===== src/rtl/fpmul_pkg.sv =====
// Shared constants and FSM encoding for the floating-point multiplier arbiter.
// Holds the default sizing and the canonical quiet NaN returned when an operation is abandoned.
package fpmul_pkg;

    localparam int N_REQ_DEF   = 4;
    localparam int TIMEOUT_DEF = 32;

    localparam logic [31:0] QNAN = 32'h7FC0_0000;

    typedef enum logic [2:0] {
        S_IDLE    = 3'd0,
        S_LOAD    = 3'd1,
        S_ISSUE   = 3'd2,
        S_WAIT    = 3'd3,
        S_RESP    = 3'd4,
        S_RECOVER = 3'd5
    } state_t;

    // Port-index width; a single-port build still needs a one-bit index.
    function automatic int idx_width(input int n);
        return (n > 1) ? $clog2(n) : 1;
    endfunction

endpackage


===== src/rtl/rr_arbiter.sv =====
// Combinational round-robin picker: first requesting port after last_grant, wrapping.
// The loop runs from the farthest candidate down so the nearest one is assigned last and wins.
module rr_arbiter
    import fpmul_pkg::*;
#(
    parameter int N_REQ = N_REQ_DEF,
    parameter int IW    = idx_width(N_REQ)
) (
    input  logic [N_REQ-1:0] req,
    input  logic [IW-1:0]    last_grant,
    output logic             valid,
    output logic [IW-1:0]    winner
);

    logic [IW:0]   sum;
    logic [IW-1:0] idx;

    always_comb begin
        valid  = 1'b0;
        winner = '0;
        sum    = '0;
        idx    = '0;
        for (int k = N_REQ; k >= 1; k--) begin
            sum = {1'b0, last_grant} + (IW+1)'(k);
            if (sum >= (IW+1)'(N_REQ)) begin
                sum = sum - (IW+1)'(N_REQ);
            end
            idx = sum[IW-1:0];
            if (req[idx]) begin
                valid  = 1'b1;
                winner = idx;
            end
        end
    end

endmodule


===== src/rtl/fpmul_arbiter.sv =====
// Shares one external FP multiplier between N_REQ requesters, one operation at a time,
// with a WAIT-state watchdog that resets the multiplier and answers with a quiet NaN.
//
//   state     | meaning
//   ----------+------------------------------------------------------------
//   IDLE      | no operation; pick a round-robin winner when any req is high
//   LOAD      | ack[winner] high, operands on mul_op1/mul_op2 settling
//   ISSUE     | mul_ready high for one cycle, watchdog counter cleared
//   WAIT      | waiting for mul_done, counter running toward TIMEOUT-1
//   RESP      | rsp_valid[winner] with the captured product
//   RECOVER   | mul_rst, rsp_valid[winner] with QNAN, err latched
module fpmul_arbiter
    import fpmul_pkg::*;
#(
    parameter int N_REQ   = N_REQ_DEF,
    parameter int TIMEOUT = TIMEOUT_DEF
) (
    input  logic                  clk,
    input  logic                  rst,
    input  logic [N_REQ-1:0]      req,
    input  logic [32*N_REQ-1:0]   op_a,
    input  logic [32*N_REQ-1:0]   op_b,
    output logic [N_REQ-1:0]      ack,
    output logic [N_REQ-1:0]      rsp_valid,
    output logic [31:0]           rsp_res,
    output logic                  busy,
    output logic                  err,
    output logic                  mul_rst,
    output logic                  mul_ready,
    output logic [31:0]           mul_op1,
    output logic [31:0]           mul_op2,
    input  logic [31:0]           mul_res,
    input  logic                  mul_done
);

    localparam int IW = idx_width(N_REQ);
    localparam int CW = $clog2(TIMEOUT) + 1;
    localparam logic [CW-1:0] CNT_LAST = CW'(TIMEOUT - 1);

    state_t        state;
    logic [IW-1:0] last_grant;
    logic [IW-1:0] winner_q;
    logic [IW-1:0] rr_winner;
    logic          rr_valid;
    logic [CW-1:0] cnt;
    logic          rec_q;
    logic [31:0]   sel_a;
    logic [31:0]   sel_b;

    rr_arbiter #(
        .N_REQ (N_REQ),
        .IW    (IW)
    ) u_rr (
        .req        (req),
        .last_grant (last_grant),
        .valid      (rr_valid),
        .winner     (rr_winner)
    );

    assign sel_a = op_a[32*rr_winner +: 32];
    assign sel_b = op_b[32*rr_winner +: 32];

    // The multiplier is held in reset whenever the arbiter is, not only on a timeout.
    assign mul_rst = rst | rec_q;

    always_ff @(posedge clk or posedge rst) begin
        if (rst) begin
            state      <= S_IDLE;
            last_grant <= IW'(N_REQ - 1);
            winner_q   <= '0;
            cnt        <= '0;
            rec_q      <= 1'b0;
            ack        <= '0;
            rsp_valid  <= '0;
            rsp_res    <= '0;
            busy       <= 1'b0;
            err        <= 1'b0;
            mul_ready  <= 1'b0;
            mul_op1    <= '0;
            mul_op2    <= '0;
        end else begin
            case (state)
                S_IDLE: begin
                    if (rr_valid) begin
                        state      <= S_LOAD;
                        winner_q   <= rr_winner;
                        last_grant <= rr_winner;
                        ack        <= N_REQ'(1) << rr_winner;
                        mul_op1    <= sel_a;
                        mul_op2    <= sel_b;
                        busy       <= 1'b1;
                    end
                end
                S_LOAD: begin
                    ack       <= '0;
                    mul_ready <= 1'b1;
                    state     <= S_ISSUE;
                end
                S_ISSUE: begin
                    mul_ready <= 1'b0;
                    cnt       <= '0;
                    state     <= S_WAIT;
                end
                S_WAIT: begin
                    // A completion on the final counted cycle still counts as success.
                    if (mul_done) begin
                        rsp_valid <= N_REQ'(1) << winner_q;
                        rsp_res   <= mul_res;
                        state     <= S_RESP;
                    end else if (cnt == CNT_LAST) begin
                        rsp_valid <= N_REQ'(1) << winner_q;
                        rsp_res   <= QNAN;
                        err       <= 1'b1;
                        rec_q     <= 1'b1;
                        state     <= S_RECOVER;
                    end else if (cnt != '1) begin
                        cnt <= cnt + CW'(1);
                    end
                end
                S_RESP, S_RECOVER: begin
                    rsp_valid <= '0;
                    rsp_res   <= '0;
                    rec_q     <= 1'b0;
                    busy      <= 1'b0;
                    state     <= S_IDLE;
                end
                default: begin
                    state <= S_IDLE;
                end
            endcase
        end
    end

endmodule


===== config.mk =====
export PLATFORM = sky130hd
export DESIGN_NAME = fpmul_arbiter
export DESIGN_NICKNAME = d
export VERILOG_FILES = /design/src/rtl/fpmul_pkg.sv /design/src/rtl/rr_arbiter.sv /design/src/rtl/fpmul_arbiter.sv
export SDC_FILE = /design/constraint.sdc
export NUM_CORES = 1
export LEC_CHECK = 0
export CORE_AREA = 5 5 154 156
export CTS_CLUSTER_SIZE = 24
export DETAILED_ROUTE_END_ITERATION = 8
export DIE_AREA = 0 0 159 161
export DONT_BUFFER_PORTS = 1
export GPL_TIMING_DRIVEN = 0
export HOLD_SLACK_MARGIN = 0.1
export PLACE_DENSITY = 0.48
export SYNTH_ARGS = -nofsm -noshare
export SYNTH_HDL_FRONTEND = slang
export SYNTH_HIERARCHICAL = 1
export SYNTH_SLANG_ARGS = --single-unit

===== constraint.sdc =====
create_clock -name clk -period 11.6 [get_ports clk]
set_clock_uncertainty 0.2 [all_clocks]
set_input_delay 1.74 -clock clk [delete_from_list [all_inputs] [get_ports clk]]
set_output_delay 1.74 -clock clk [all_outputs]
set_load 0.02 [all_outputs]

==> impl_results.md <==
- H-tree depth: 4
- Req. time, crit path: 9.66 ns
- Setup Crit Path Kind: in -> out
- Vias: 4120
- DR DRC count: 0
- WL met2: 10700 um
- Row Count: 55
- Max Clk Rate: 250 MHz
- CP Max Fanout: 2
- Setup bufs post-CTS: 0
- First-pass GRT wire length: 30300 um
- Area Growth Syn to Fin: 15.5%
- DR WL/cell: 27.3 um
- Initial antenna violation count: 3
- Pwr/cell area: 321 nW/um^2
- Final Cell Area: 7500 um^2
- Placed cell area: 6880 um^2
- Slew Limit Fails: 0
- Iteration count of the initial detailed-routing pass: 5
- Post-synth cell types: 47
- Final setup violation count: 0
- Num ports: 403
- Number of vias per cell: 5.54
- Final #Nets: 742
- M1 WL: 7410 um
- Worst skew pair latency: 0.41 ns
- Clock share of power: 0.230
- Crit-path cells: or2_2
- Power Total: 2410 uW
- Actual slew at the worst max-slew pin: 0.642 ns
- Die area: 25600 um^2
- Total Routing Usage GR: 0.153
- Layout cells sized above 1: 0.432
- Share of flip-flops with an asynchronous set or reset: 1.00
- Pin count of the biggest net entering global routing: 62
- Num CTS Buffers: 17
- Max-slew headroom: 0.572
- Max VDD drop: 106 uV
- Sink Count: 121
- Post-CTS Hold Fix Bufs: 0
- Top FF cell, synth: dfrtp_1
- DR WL met3: 2000 um
- Gpl congestion: 0.825
- Die Wd: 159 um
- Post-layout minimum cycle time: 4.00 ns
- PortBufs: 0
- Count of final hold-check violations: 0
- Die Y: 161 um
- CP Launch Type: input pin
- Synthesized Nets: 722
- Worst-path clk slew: 0.06 ns
- Register area share after synthesis: 0.467
- Worst path top cell family by delay: simple AND/OR/NAND/NOR gates
- Longest Clk Path Bufs: 2
- Antenna Nets Post-Route: 0
- CP max-delay cell: or2_2
- Clock tree from TritonCTS: built
- Post_cts resized: 0
- Mapped Cells: 426
- Yosys warnings: 6
- Post-synth EDFFs: 0
- Max incr delay on CP: 0.32 ns
- Leak: 0.00312 uW
- Fin Setup TNS: 0 ns
- NetSw: 960 uW
- CP Data Arrival Time: 2.06 ns
- Final Cycle Share: 0.345
- Number of global-route vias before repair: 4576
- CP bufs+invs: 0
- Internal power: 1450 uW
- Sequential power share: 0.422
- #FFs+latches synth: 121
- Max layer used: met5
- Core area: 22200 um^2
- Comb power frac: 0.348
- Sw Ratio: 0.399
- Remaining Overflow, GRT: 0
- Synth Cell Area: 6490 um^2
- RSZ-0062 raised after global routing: no
- Critical Path End Type: primary output
- Avg Cell Area, Syn: 15.2 um^2
- Final wirelength: 20300 um
- Starting Density: 0.292
- Final HPWL DP: 16200 um
- # Max-Cap Violations: 0
- Clock Tree Root: clkbuf_16
- First DRT Iteration DRCs: 273
- Tightest Hold Check Type: reg -> reg
- Status: finished, final reports clean
worst paths after layout:
check | to | cells after the start | from | slack (ns)
max | mul_rst | 1 | rst | 7.60
min | cnt[0] | 1 | cnt[0] | 0.32
max reg2reg | mul_op2[4] | 7 | last_grant[1] | 8.66
min reg2reg | cnt[0] | 1 | cnt[0] | 0.32
max in group asynchronous | last_grant[1] | 2 | rst | 9.40
min in group asynchronous | rsp_res[16] | 1 | rst | 1.05
logic make-up (layout without fill, tap and decap cells):
group / count (synthesis) / in the layout / share of synthesized area
other cells: 0 / 1 / 0
compound gates: 67 / 67 / 0.0830
fa+ha+maj: 1 / 1 / 0.00193
buf+inv: 48 / 80 / 0.0468
flops: 121 / 121 / 0.467
simple gates: 55 / 55 / 0.0478
mux: 134 / 134 / 0.354
metal layers:
layer / vias up / track usage
li1: 1715 / -
met1: 2106 / 0.176
met2: 282 / 0.264
met3: 13 / 0.0643
met4: 4 / 0.0372
met5: - / 0
cell usage in the layout, fill, tap and decap left out, types with 9 or more instances in the layout:
cell,instances
mux2_4,20
inv_1,11
mux4_2,64
buf_2,9
o21ai_0,10
mux2_2,44
nand2_1,20
a22o_1,24
buf_4,9
dfrtp_1,119
clkbuf_16,17
a2bb2oi_1,9
clkbuf_1,9
final cells by class:
class                      count  area [um^2]
fill                        2093        14700
multi-input combinational    257         3160
sequential                   121         3030
clock buffer                  17          425
tap                          285          357
buffer                        36          259
clock inverter                14          186
inverter                      12         50.0
timing repair buffer           1         27.5
antenna                        1         2.50
synth_stat cells, types with 3 or more instances:
cell type / number / area (um^2)
a21oi_1: 5 / 25.0
a22o_1: 24 / 210
a2bb2oi_1: 9 / 78.8
a31oi_1: 4 / 25.0
and3b_1: 3 / 26.3
and4b_1: 3 / 30.0
buf_12: 3 / 60.1
buf_2: 9 / 45.0
buf_4: 9 / 67.6
buf_6: 4 / 45.0
clkbuf_1: 9 / 33.8
dfrtp_1: 119 / 2980
inv_1: 12 / 45.0
mux2_2: 44 / 495
mux2_4: 20 / 300
mux2i_1: 6 / 60.1
mux4_2: 64 / 1440
nand2_1: 20 / 75.1
nand2b_1: 6 / 37.5
nand3_1: 6 / 30.0
nor2_1: 5 / 18.8
o21ai_0: 10 / 50.1
flip-flops by register name (all words and copies together) (netlist names), 2 cells and up:
signal and cells:
ack 4, cnt 6, last_grant 2, mul_op1 32, mul_op2 32, rsp_res 32, rsp_valid 4, state 3
winner_q 2
power groups by stage:
stage	logic, uW	registers (uW)	clock network, uW
6_report	837	1020	553
5_1_grt	916	1040	589
4_1_cts	854	1020	570
3_5_place_dp	851	1030	0
3_3_place_gp	827	1030	0
2_1_floorplan	707	951	0
per-stage QoR:
| step | instances | setup WS, ns | utilization | hold WS (ns) |
|---|---|---|---|---|
| floorplan | 426 | 6.45 | - | 0.267 |
| global placement | 711 | 5.07 | 0.308 | 0.307 |
| detailed placement | 712 | 7.34 | 0.310 | 0.318 |
| CTS | 743 | 7.59 | 0.337 | 0.328 |
| global route | 743 | 7.59 | 0.337 | 0.346 |
| finish | 744 | 7.60 | 0.337 | 0.325 |
Note: power is estimated with default switching activity, not from simulation.
